**src/rtl/ps2_rx_frame.sv**
```systemverilog
// rtl/ps2_rx_frame.sv - PS/2 device-to-host frame receiver with filtered clock, watchdog and valid/ready output
// Optional output FIFO selected by PS2_RX_FIFO_EN; otherwise a single holding register.
module ps2_rx_frame #(
  parameter int FILTER_STEPS   = 8,
  parameter int TIMEOUT_CYCLES = 10000,
  parameter int FIFO_DEPTH     = 4,
  localparam int LW            = $clog2(FIFO_DEPTH + 1)
) (
  input  logic          clk,
  input  logic          rst,
  input  logic          en,
  input  logic          ps2c,
  input  logic          ps2d,
  input  logic          rx_ready,
  output logic          rx_valid,
  output logic [7:0]    rx_data,
  output logic          rx_parity_err,
  output logic          rx_frame_err,
  output logic          overrun,
  output logic          timeout,
  output logic          busy,
  output logic [LW-1:0] level
);

  localparam int WDW = $clog2(TIMEOUT_CYCLES);

  typedef enum logic [1:0] {IDLE, DATA, PARITY, STOP} state_t;

  logic                    c_s1, c_s2, d_s1, d_s2;
  logic [FILTER_STEPS-1:0] filt_sr;
  logic                    filt_clk, filt_prev, fall;

  state_t       state, state_nx;
  logic [7:0]   shreg;
  logic [2:0]   bit_cnt;
  logic         par_bit;
  logic [WDW-1:0] wd_cnt;
  logic         wd_hit, push, tmo_now, pop;
  logic [9:0]   push_entry, head;

  // PS/2 lines idle high, so synchronisers and filter reset to 1
  always_ff @(posedge clk) begin
    if (rst) begin
      c_s1      <= 1'b1;
      c_s2      <= 1'b1;
      d_s1      <= 1'b1;
      d_s2      <= 1'b1;
      filt_sr   <= '1;
      filt_clk  <= 1'b1;
      filt_prev <= 1'b1;
    end else begin
      c_s1      <= ps2c;
      c_s2      <= c_s1;
      d_s1      <= ps2d;
      d_s2      <= d_s1;
      filt_sr   <= {filt_sr[FILTER_STEPS-2:0], c_s2};
      if (&filt_sr)
        filt_clk <= 1'b1;
      else if (~|filt_sr)
        filt_clk <= 1'b0;
      filt_prev <= filt_clk;
    end
  end

  assign fall       = filt_prev & ~filt_clk;
  assign wd_hit     = (wd_cnt == WDW'(TIMEOUT_CYCLES - 1));
  assign push_entry = {shreg, ~^{shreg, par_bit}, ~d_s2};

  always_comb begin
    state_nx = state;
    push     = 1'b0;
    tmo_now  = 1'b0;
    case (state)
      IDLE: if (fall && en && !d_s2) state_nx = DATA;
      DATA: begin
        if (fall) begin
          if (bit_cnt == 3'd7) state_nx = PARITY;
        end else if (wd_hit) begin
          state_nx = IDLE;
          tmo_now  = 1'b1;
        end
      end
      PARITY: begin
        if (fall) state_nx = STOP;
        else if (wd_hit) begin
          state_nx = IDLE;
          tmo_now  = 1'b1;
        end
      end
      STOP: begin
        if (fall) begin
          state_nx = IDLE;
          push     = 1'b1;
        end else if (wd_hit) begin
          state_nx = IDLE;
          tmo_now  = 1'b1;
        end
      end
      default: state_nx = IDLE;
    endcase
  end

  always_ff @(posedge clk) begin
    if (rst) begin
      state   <= IDLE;
      shreg   <= '0;
      bit_cnt <= '0;
      par_bit <= 1'b0;
      wd_cnt  <= '0;
      timeout <= 1'b0;
    end else begin
      state   <= state_nx;
      timeout <= tmo_now;
      if (state == IDLE || fall)
        wd_cnt <= '0;
      else
        wd_cnt <= wd_cnt + WDW'(1);
      if (state == IDLE)
        bit_cnt <= '0;
      else if (state == DATA && fall) begin
        shreg   <= {d_s2, shreg[7:1]};
        bit_cnt <= bit_cnt + 3'd1;
      end
      if (state == PARITY && fall)
        par_bit <= d_s2;
    end
  end

  assign busy = (state != IDLE);
  assign pop  = rx_valid & rx_ready;

`ifdef PS2_RX_FIFO_EN
  localparam int PW = $clog2(FIFO_DEPTH);

  logic [9:0]    mem [FIFO_DEPTH];
  logic [PW-1:0] wr_ptr, rd_ptr;
  logic [LW-1:0] count;
  logic          full, do_push;

  assign full    = (count == LW'(FIFO_DEPTH));
  // A pop in the same cycle frees the slot the push needs
  assign do_push = push & (~full | pop);

  always_ff @(posedge clk) begin
    if (!rst && do_push)
      mem[wr_ptr] <= push_entry;
  end

  always_ff @(posedge clk) begin
    if (rst) begin
      wr_ptr  <= '0;
      rd_ptr  <= '0;
      count   <= '0;
      overrun <= 1'b0;
    end else begin
      if (do_push) wr_ptr <= wr_ptr + PW'(1);
      if (pop)     rd_ptr <= rd_ptr + PW'(1);
      count   <= count + LW'(do_push) - LW'(pop);
      overrun <= push & full & ~pop;
    end
  end

  assign rx_valid = (count != '0);
  assign head     = mem[rd_ptr];
  assign level    = count;
`else
  logic [9:0] hold;
  logic       hold_v, do_push;

  assign do_push = push & (~hold_v | pop);

  always_ff @(posedge clk) begin
    if (rst) begin
      hold    <= '0;
      hold_v  <= 1'b0;
      overrun <= 1'b0;
    end else begin
      if (do_push) begin
        hold   <= push_entry;
        hold_v <= 1'b1;
      end else if (pop) begin
        hold_v <= 1'b0;
      end
      overrun <= push & hold_v & ~pop;
    end
  end

  assign rx_valid = hold_v;
  assign head     = hold;
  assign level    = LW'(hold_v);
`endif

  assign rx_data       = rx_valid ? head[9:2] : 8'h00;
  assign rx_parity_err = rx_valid & head[1];
  assign rx_frame_err  = rx_valid & head[0];

endmodule
```
**config.mk**
```make
export PLATFORM = sky130hd
export DESIGN_NAME = ps2_rx_frame
export DESIGN_NICKNAME = d
export VERILOG_FILES = /design/src/rtl/ps2_rx_frame.sv
export SDC_FILE = /design/constraint.sdc
export NUM_CORES = 1
export LEC_CHECK = 0
export ABC_AREA = 1
export CORE_ASPECT_RATIO = 1.4
export CORE_MARGIN = 10
export CORE_UTILIZATION = 40
export CTS_CLUSTER_DIAMETER = 30
export CTS_CLUSTER_SIZE = 12
export DETAILED_ROUTE_END_ITERATION = 12
export SLEW_MARGIN = 0
export SYNTH_ARGS = -nofsm -noshare
export SYNTH_HDL_FRONTEND = slang
export SYNTH_SLANG_ARGS = --single-unit
export TNS_END_PERCENT = 50
```
**constraint.sdc**
```tcl
create_clock -name clk -period 1.9 [get_ports clk]
set_input_delay 0.38 -clock clk [delete_from_list [all_inputs] [get_ports clk]]
set_output_delay 0.38 -clock clk [all_outputs]
set_load 0.05 [all_outputs]
```
# Word level (Yosys, flattened, before mapping)
# Cells that the tools add are included.
# Widths: inputs -> output; s select.
word_totals:
  input_bits: 6
  out_inout_bits: 17
  reg_bits: 55
classes:
  reduce_logical: 19
  addsub: 2
  n_eq_ne: 7
  n_mux: 13
  n_bitwise: 14
ops:
  columns: ["op", "count"]
  rows:
  - ["$add 14x1->14 const B", 1]
  - ["$eq 14x14->1 const B", 1]
  - ["$mux 2", 6]
  - ["$reduce_xnor 9->1", 1]
  - ["$mux 8", 1]
  - ["$pmux 2 s4", 1]
  - ["$reduce_and 8->1", 1]
  - ["$reduce_or 8->1", 1]
  - ["$and 1x1->1", 7]
  - ["$not 1->1", 6]
  - ["$reduce_or 2->1", 3]
  - ["$reduce_or 3->1", 2]
  - ["$mux 1", 5]
  - ["$eq 2x2->1 const B", 2]
  - ["$logic_and 1x1->1", 4]
  - ["$reduce_and 2->1", 2]
  - ["$reduce_bool 2->1", 2]
  - ["$add 3x1->3 const B", 1]
  - ["$eq 3x3->1 const B", 1]
  - ["$ne 3x3->1 const B", 1]
  - ["$eq 2x1->1 const B", 1]
  - ["$logic_not 2->1", 1]
  - ["$ne 2x2->1 const B", 1]
  - ["$logic_not 1->1", 1]
  - ["other kinds (2)", 2]

# Depth between registers and ports, before layout
# Gate-level depths: netlist (run 1).
depth:
  word_depth: 6
  mapped_depth: 11
  depth_no_buf: 11

# Least setup slack after synthesis (run 1)
# Ideal clock, no wire load.
synth_timing:
  path_kind: "register to output"
  startpoint: "register hold_v, in the netlist rx_valid"
  endpoint: "output port rx_data[0]"
  required_ps: 1520
  path_stages_with_launch: 4
  path_buffers: 1
  slack_ps: 171
  arrival_time_ps: 1349
  cell_sequence: "dfxtp_1 clkbuf_1 nand2_1 inv_1"
synth_via:
  elab_chain_len: 1
synth_rtl:
  columns: ["item", "line_no", "rtl"]
  rows:
  - ["start, declared", "168", "logic hold_v, do_push;"]
  - ["start signal, assigned", "175", "hold_v <= 1'b0;"]
  - ["start signal, assigned", "180", "hold_v <= 1'b1;"]
  - ["start signal, assigned", "182", "hold_v <= 1'b0;"]
  - ["$mux 8", "193", "assign rx_data = rx_valid ? head[9:2] : 8'h00;"]
  - ["end, declared", "16", "output logic [7:0] rx_data,"]
# No other way between the ends.

# Worst setup path after layout (run 1)
layout_timing:
  startpoint: "register overrun"
  endpoint: "output port overrun"
layout_lines:
  columns: ["item", "line_no", "rtl"]
  rows:
  - ["start, declared", "19", "output logic overrun,"]
  - ["start signal, assigned", "184", "overrun <= push & hold_v & ~pop;"]
# No word-level cell between the ends.

==> results of run 1 <==
[final timing paths]
path | startpoint | end | cells past startpoint
setup / recovery | overrun$_SDFF_PP0_ | overrun | 1
hold / removal | d_s1$_SDFF_PP1_ | d_s2$_SDFF_PP1_ | 1
hold reg to reg | d_s1$_SDFF_PP1_ | d_s2$_SDFF_PP1_ | 1
setup reg to reg | wd_cnt[0]$_SDFF_PP0_ | wd_cnt[10]$_SDFF_PP0_ | 7
[cells by family (layout without fill, tap and decap cells)]
kind of cell	after synthesis	in the layout	share of synthesized area
AND/OR/NAND/NOR	160	160	0.296
AO/OA/AOI/OAI	55	55	0.121
XOR/XNOR	1	1	0.00361
other	1	2	0.00155
adder cells (fa/ha/maj)	3	3	0.0155
buffers and inverters	66	87	0.108
flip-flops	55	55	0.454
[layout make-up]
class / instances / share of cell area
Sequential cell: 55 / 0.382
Multi-Input combinational cell: 221 / 0.369
Timing Repair Buffer: 24 / 0.112
Inverter: 55 / 0.0717
Tap cell: 70 / 0.0304
Clock buffer: 5 / 0.0239
Clock inverter: 3 / 0.0100
[power by group through the flow]
stage / clock [mW] / sequential [mW] / combinational (mW)
2_1_floorplan: 0 / 1.19 / 0.0594
3_3_place_gp: 0 / 1.19 / 0.0837
3_5_place_dp: 0 / 1.19 / 0.0839
4_1_cts: 0.702 / 1.17 / 0.0841
5_1_grt: 0.750 / 1.17 / 0.0933
6_report: 0.684 / 1.17 / 0.0831
[registers in the layout, summed over array words and instances (netlist names)]
register / cells
shreg: 8
timeout: 1
d_s1: 1
bit_cnt: 3
rx_valid: 1
c_s2: 1
c_s1: 1
filt_sr: 8
par_bit: 1
head: 10
overrun: 1
wd_cnt: 14
state: 2
filt_clk: 1
d_s2: 1
filt_prev: 1
[stage by stage]
stage / hold WS (ns) / cells
after global placement: 0.391 / 425
after detailed placement: 0.396 / 425
final: 0.422 / 433
after global routing: 0.444 / 433
after CTS: 0.422 / 433
after floorplan: 0.389 / 342
[cells in the mapped netlist, drive strengths merged]
master,n,area share
ha,3,0.015
buf,6,0.015
nor4,2,0.0052
nor2,28,0.052
nand4,4,0.010
dfxtp,55,0.45
a21oi,28,0.058
o21bai,1,0.0031
or2,8,0.021
nor3,11,0.027
o21ai,22,0.045
o21a,1,0.0031
xnor2,1,0.0036
nand2,87,0.14
conb,1,0.0015
a211oi,1,0.0052
nand3,20,0.043
a31oi,1,0.0026
o41ai,1,0.0036
clkbuf,5,0.0077
inv,55,0.085
[routing by layer]
layer	routed length, um	up-vias	global-route usage
met2	2220	28	0.168
met1	1970	905	0.106
met4	77	0	0.0396
met5	0	-	0
met3	235	6	0.0340
li1	-	1108	-
==> reports/qor_table.md, run 1 <==
| Quantity | This run |
| --- | --- |
| Setup repair after global routing missed its margin | no |
| Worst hold path class | flop to flop |
| Total chip power | 1.93 mW |
| Proportion of layout cells with a drive suffix above 1 | 0.129 |
| Number of gates resized after CTS | 0 |
| Transition time at the pin with the least slew margin | 0.504 ns |
| Clock slew seen by the registers of the worst setup and hold paths | 0.11 ns |
| Clock net sink count | 55 |
| Max capacitance violation total | 0 |
| Switching power of the nets | 469 uW |
| Clock H-tree levels | 2 |
| Crit start category | flop |
| Power share of the clock group | 0.354 |
| Post-route core utilization | 0.491 |
| Total negative setup slack | 0 ns |
| Wire length of the first global-routing pass | 8020 um |
| Post-Synthesis Cell Area | 0.00242 mm2 |
| Reg power frac | 0.603 |
| Post-layout min period | 1.82 ns |
| Initial cell density of the core | 0.413 |
| Total leakage power | 1.26 nW |
| Signal arrival time at the worst endpoint | 1.44 ns |
| Pwr per Cell Area | 672 mW/mm2 |
| Worst Path Required | 1.52 ns |
| Delay of the slowest cell on the worst path | 0.80 ns |
| Placed wire-length estimate after detailed placement | 3530 um |
| Max-slew headroom at the worst pin | 0.663 |
| Number of detailed-routing iterations run before antenna repair | 4 |
| Post-detailed-route count of antenna-violating nets | 0 |
| Number of violations reported at the end of detailed-routing iteration 0 | 46 |
| All-layer global routing usage | 0.0979 |
| Boundary pin count | 23 |
| Final design area excluding fillers | 0.00288 mm2 |
| Post-layout worst setup margin | 0.0785 ns |
| Antenna violations before repair | 0 |
| YS warnings | 0 |
| Most common cell after layout, fill and taps aside | sky130_fd_sc_hd__nand2_1 |
| Footprint of the flip-flops and latches | 0.00110 mm2 |
| Area delta synth->final | 18.8% |
| Routed len/inst | 10.4 um |
| Maximum number of pins on one net before global-route repair | 24 |
| Area enclosed by the die boundary | 0.00962 mm2 |
| Chip Height | 112 um |
| Endpoint kind of the worst setup timing path | output pin |
| Sequential area share after synthesis | 0.454 |
| Setup slack on the worst flop-to-flop path | 0.33 ns |
| Cells traversed along the worst timing path | clkdlybuf4s50_1 |
| Final wirelength | 4490 um |
| Number of different library cells in the post-synthesis netlist | 29 |
| Number of buffer cells added on primary ports | 20 |
| Total cell area at the placement stage | 0.00278 mm2 |
| Multi-input logic area | 0.00106 mm2 |
| Worst setup path class | flop to output pin |
| Die X-Extent | 85.8 um |
| #FFs+latches synth | 55 |
| ANT cells | 0 |
| Max Freq | 549 MHz |
| Final net count | 371 |
| DR vias | 2047 |
| Setup-failing EPs final | 0 |
| Cell at the slowest stage of the critical path | sky130_fd_sc_hd__clkdlybuf4s50_1 |
| Part of the total power dissipated in combinational logic | 0.043 |
| # hold bufs at CTS | 0 |
| Worst path buffer plus inverter count | 1 |
| Via count normalized by instance count | 4.73 |
| Library cell used as clock root buffer | sky130_fd_sc_hd__clkbuf_8 |
| CTS tree | built |
| Total core area | 0.00586 mm2 |
| Crit-path leading delay family | buffers and inverters |
| Placement-stage worst setup slack | 0.195 ns |
| Post-Route Skew | 0.0127 ns |
| # Post-CTS Setup Buffers | 0 |
| Total congestion overflow after global routing | 0 |
| Most frequent cells in the layout | sky130_fd_sc_hd__nand2_1 (84), sky130_fd_sc_hd__dfxtp_1 (55), sky130_fd_sc_hd__inv_1 (52) |
| Max IR drop VDD | 0.356 mV |
| Number of global-route vias before repair | 1870 |
| Max-slew violation count | 0 |
| Average size of a mapped cell | 7.11 um2 |
| Worst Path Max Fanout | 1 |
| Internal Dissipation | 1.47 mW |
| Global placement routability congestion | 0.771 |
| Bufs on Longest Clock Path | 2 |
| Switching power as a share of total power | 0.243 |
| DRC | 0 |
| Syn Inst Count | 341 |
| Run status | complete, no violations |
| Latest clock arrival within the worst-skew pair | 0.32 ns |
| Hold violation count in the final report | 0 |
| Filler cells | 605 |
| Site Rows | 33 |
| Fraction of the cycle the final worst path needs | 0.959 |
| Number of buffers added by the clock tree synthesis step | 5 |
Note: power is estimated with default switching activity, not from simulation.
==> run 2, diff against run 1 <==
--- a/config.mk
+++ b/config.mk
@@ -12,6 +12,7 @@
 export CTS_CLUSTER_DIAMETER = 30
 export CTS_CLUSTER_SIZE = 12
 export DETAILED_ROUTE_END_ITERATION = 12
+export RECOVER_POWER = 25
 export SLEW_MARGIN = 0
 export SYNTH_ARGS = -nofsm -noshare
 export SYNTH_HDL_FRONTEND = slang
==> run 2 against run 1 <==
Compared with the run above:
- first-iteration DRC count up 17%
- combinational power down 2%
- total power down 0.19%
- via count down 0.49%
- cell count unchanged
- sequential share of layout area up 0.10 points
- register-to-register slack about the same
- core utilization down 0.13 points
- critical path type unchanged
- largest cell class unchanged
- largest power group unchanged
==> reports/qor_table.md, run 2 (synthesized netlist as in run 1, its figures left out) <==
| Quantity | This run | Change |
| --- | --- | --- |
| Worst hold path class | flop to flop | unchanged |
| Post-route core utilization | 0.490 | was 0.491 |
| Max-slew headroom at the worst pin | 0.663 | unchanged |
| Hold Path Sink | d_s2$_SDFF_PP1_ | unchanged |
| Via count normalized by instance count | 4.70 | was 4.73 |
| Delay of the slowest cell on the worst path | 0.80 ns | about the same |
| Most frequent cells in the layout | sky130_fd_sc_hd__nand2_1 (84), sky130_fd_sc_hd__dfxtp_1 (55), sky130_fd_sc_hd__inv_1 (52) | unchanged |
| Final wirelength | 4480 um | was 4490 um |
| Setup-failing EPs final | 0 | unchanged |
| Start point of the worst min-delay path | d_s1$_SDFF_PP1_ | unchanged |
| Endpoint kind of the worst setup timing path | output pin | unchanged |
| Worst Path Max Fanout | 1 | unchanged |
| Crit start category | flop | unchanged |
| Worst Path Required | 1.52 ns | about the same |
| Hold Crit Depth | 1 | unchanged |
| DR vias | 2037 | was 2047 |
| Placed wire-length estimate after detailed placement | 3530 um | unchanged |
| Clock H-tree levels | 2 | unchanged |
| Maximum number of pins on one net before global-route repair | 24 | unchanged |
| R2R depth | 7 | unchanged |
| Number of violations reported at the end of detailed-routing iteration 0 | 54 | was 46 |
| Flip-flop count of the largest register after layout | 14 | unchanged |
| Boundary pin count | 23 | unchanged |
| Total congestion overflow after global routing | 0 | unchanged |
| Wire length of the first global-routing pass | 8020 um | unchanged |
| Number of buffers added by the clock tree synthesis step | 5 | unchanged |
| Post-Route Skew | 0.0122 ns | was 0.0127 ns |
| Signal arrival time at the worst endpoint | 1.44 ns | about the same |
| Hold violation count in the final report | 0 | unchanged |
| CTS tree | built | unchanged |
| Site Rows | 33 | unchanged |
| Number of gates resized after CTS | 0 | unchanged |
| Proportion of layout cells with a drive suffix above 1 | 0.124 | was 0.129 |
| Final design area excluding fillers | 0.00287 mm2 | was 0.00288 mm2 |
| Fraction of the cycle the final worst path needs | 0.958 | was 0.959 |
| Launching element of the worst setup path | overrun$_SDFF_PP0_ | unchanged |
| Die X-Extent | 85.8 um | unchanged |
| Total negative setup slack | 0 ns | unchanged |
| Setup repair after global routing missed its margin | no | unchanged |
| Max-slew violation count | 0 | unchanged |
| Number of global-route vias before repair | 1870 | unchanged |
| Number of placed cells counting well taps | 425 | unchanged |
| Setup slack on the worst flop-to-flop path | 0.33 ns | about the same |
| Hold WS | 0.422 ns | about the same |
| All-layer global routing usage | 0.0979 | unchanged |
| # hold bufs at CTS | 0 | unchanged |
| Top reg by flops | wd_cnt | unchanged |
| Cells traversed along the worst timing path | clkdlybuf4s50_1 | unchanged |
| Post-layout min period | 1.82 ns | about the same |
| Worst path buffer plus inverter count | 1 | unchanged |
| Clock slew seen by the registers of the worst setup and hold paths | 0.11 ns | about the same |
| Total core area | 0.00586 mm2 | unchanged |
| Most common cell after layout, fill and taps aside | sky130_fd_sc_hd__nand2_1 | unchanged |
| Clock net sink count | 55 | unchanged |
| Post-layout worst setup margin | 0.0794 ns | was 0.0785 ns |
| Post-Layout Cell Count | 433 | unchanged |
| Max Freq | 549 MHz | about the same |
| Worst setup path class | flop to output pin | unchanged |
| Total cell area at the placement stage | 0.00278 mm2 | unchanged |
| Reg2reg start | wd_cnt[0]$_SDFF_PP0_ | unchanged |
| Area enclosed by the die boundary | 0.00962 mm2 | unchanged |
| Bufs on Longest Clock Path | 2 | unchanged |
| Library cell used as clock root buffer | sky130_fd_sc_hd__clkbuf_8 | unchanged |
| Max capacitance violation total | 0 | unchanged |
| Cell at the slowest stage of the critical path | sky130_fd_sc_hd__clkdlybuf4s50_1 | unchanged |
| Antenna violations before repair | 0 | unchanged |
| Max IR drop VDD | 0.356 mV | about the same |
| Latest clock arrival within the worst-skew pair | 0.32 ns | about the same |
| Total chip power | 1.93 mW | about the same |
| Routed len/inst | 10.3 um | was 10.4 um |
| Post-detailed-route count of antenna-violating nets | 0 | unchanged |
| Placement-stage worst setup slack | 0.195 ns | unchanged |
| Crit-path leading delay family | buffers and inverters | unchanged |
| Final net count | 371 | unchanged |
| Area delta synth->final | 18.5% | was 18.8% |
| Transition time at the pin with the least slew margin | 0.504 ns | unchanged |
| Reg-to-reg endpoint | wd_cnt[10]$_SDFF_PP0_ | unchanged |
| ANT cells | 0 | unchanged |
| # Post-CTS Setup Buffers | 0 | unchanged |
| Run status | complete, no violations | unchanged |
| Number of detailed-routing iterations run before antenna repair | 4 | unchanged |
| Initial cell density of the core | 0.413 | unchanged |
| Global placement routability congestion | 0.771 | unchanged |
| Pwr per Cell Area | 672 mW/mm2 | about the same |
| DRC | 0 | unchanged |
| Total leakage power | 1.26 nW | about the same |
| Chip Height | 112 um | unchanged |
| Number of buffer cells added on primary ports | 20 | unchanged |
run 2: cell types whose count changed in the layout (fill, tap and decap cells not counted), sizes merged:
| cell | previous run | this run |
|---|---|---|
| clkbuf | 5 | 7 |
| dlygate4sd3 | 0 | 1 |
| clkdlybuf4s50 | 7 | 6 |
| buf | 17 | 15 |
run 2: power breakdown:
| group | internal, mW | switching [mW] | total [mW] |
|---|---|---|---|
| registers | 1.16 | 0.00607 | 1.17 |
| clock network | 0.274 | 0.408 | 0.682 |
| logic | 0.0292 | 0.0524 | 0.0816 |
run 2: area by class of cell:
class	count	area (um2)
repair buffers	24	315
well taps	70	87.6
multi-input cells	221	1060
inverters	55	206
clock buffers	5	68.8
clock inverters	3	28.8
fillers	607	2990
flip-flops and latches	55	1100
run 2: metal layers:
layer / global-route usage / vias up / share of wire
met5: 0 / - / 0
met4: 0.0396 / 0 / 0.017
met3: 0.0340 / 6 / 0.052
met2: 0.168 / 26 / 0.49
met1: 0.106 / 896 / 0.44
li1: - / 1109 / -
run 2: worst max-delay path by stage:
stage,to,cells after the start
after CTS,overrun,1
final,overrun,1
after global placement,wd_cnt[10]$_SDFF_PP0_,7
after floorplan,rx_data[0],3
after global routing,timeout,1
after detailed placement,wd_cnt[10]$_SDFF_PP0_,7
run 2: worst reg2reg max path: stages, from the launching register on:
cell and delay [ns]:
sky130_fd_sc_hd__dfxtp_1 0.36, sky130_fd_sc_hd__ha_1 0.20, sky130_fd_sc_hd__nand3_1 0.22, sky130_fd_sc_hd__nor3_2 0.28
sky130_fd_sc_hd__nand2_1 0.11, sky130_fd_sc_hd__nor2_1 0.14, sky130_fd_sc_hd__a21oi_1 0.08, sky130_fd_sc_hd__o21a_1 0.10
==> run 3, diff against run 2 <==
--- a/config.mk
+++ b/config.mk
@@ -10,11 +10,11 @@
 export CORE_MARGIN = 10
 export CORE_UTILIZATION = 40
 export CTS_CLUSTER_DIAMETER = 30
-export CTS_CLUSTER_SIZE = 12
 export DETAILED_ROUTE_END_ITERATION = 12
+export HOLD_SLACK_MARGIN = 0.02
 export RECOVER_POWER = 25
 export SLEW_MARGIN = 0
 export SYNTH_ARGS = -nofsm -noshare
 export SYNTH_HDL_FRONTEND = slang
 export SYNTH_SLANG_ARGS = --single-unit
-export TNS_END_PERCENT = 50
+export TNS_END_PERCENT = 10
==> results of run 3 <==
No change in the layout: final DEF, timing and power equal those of run 2.
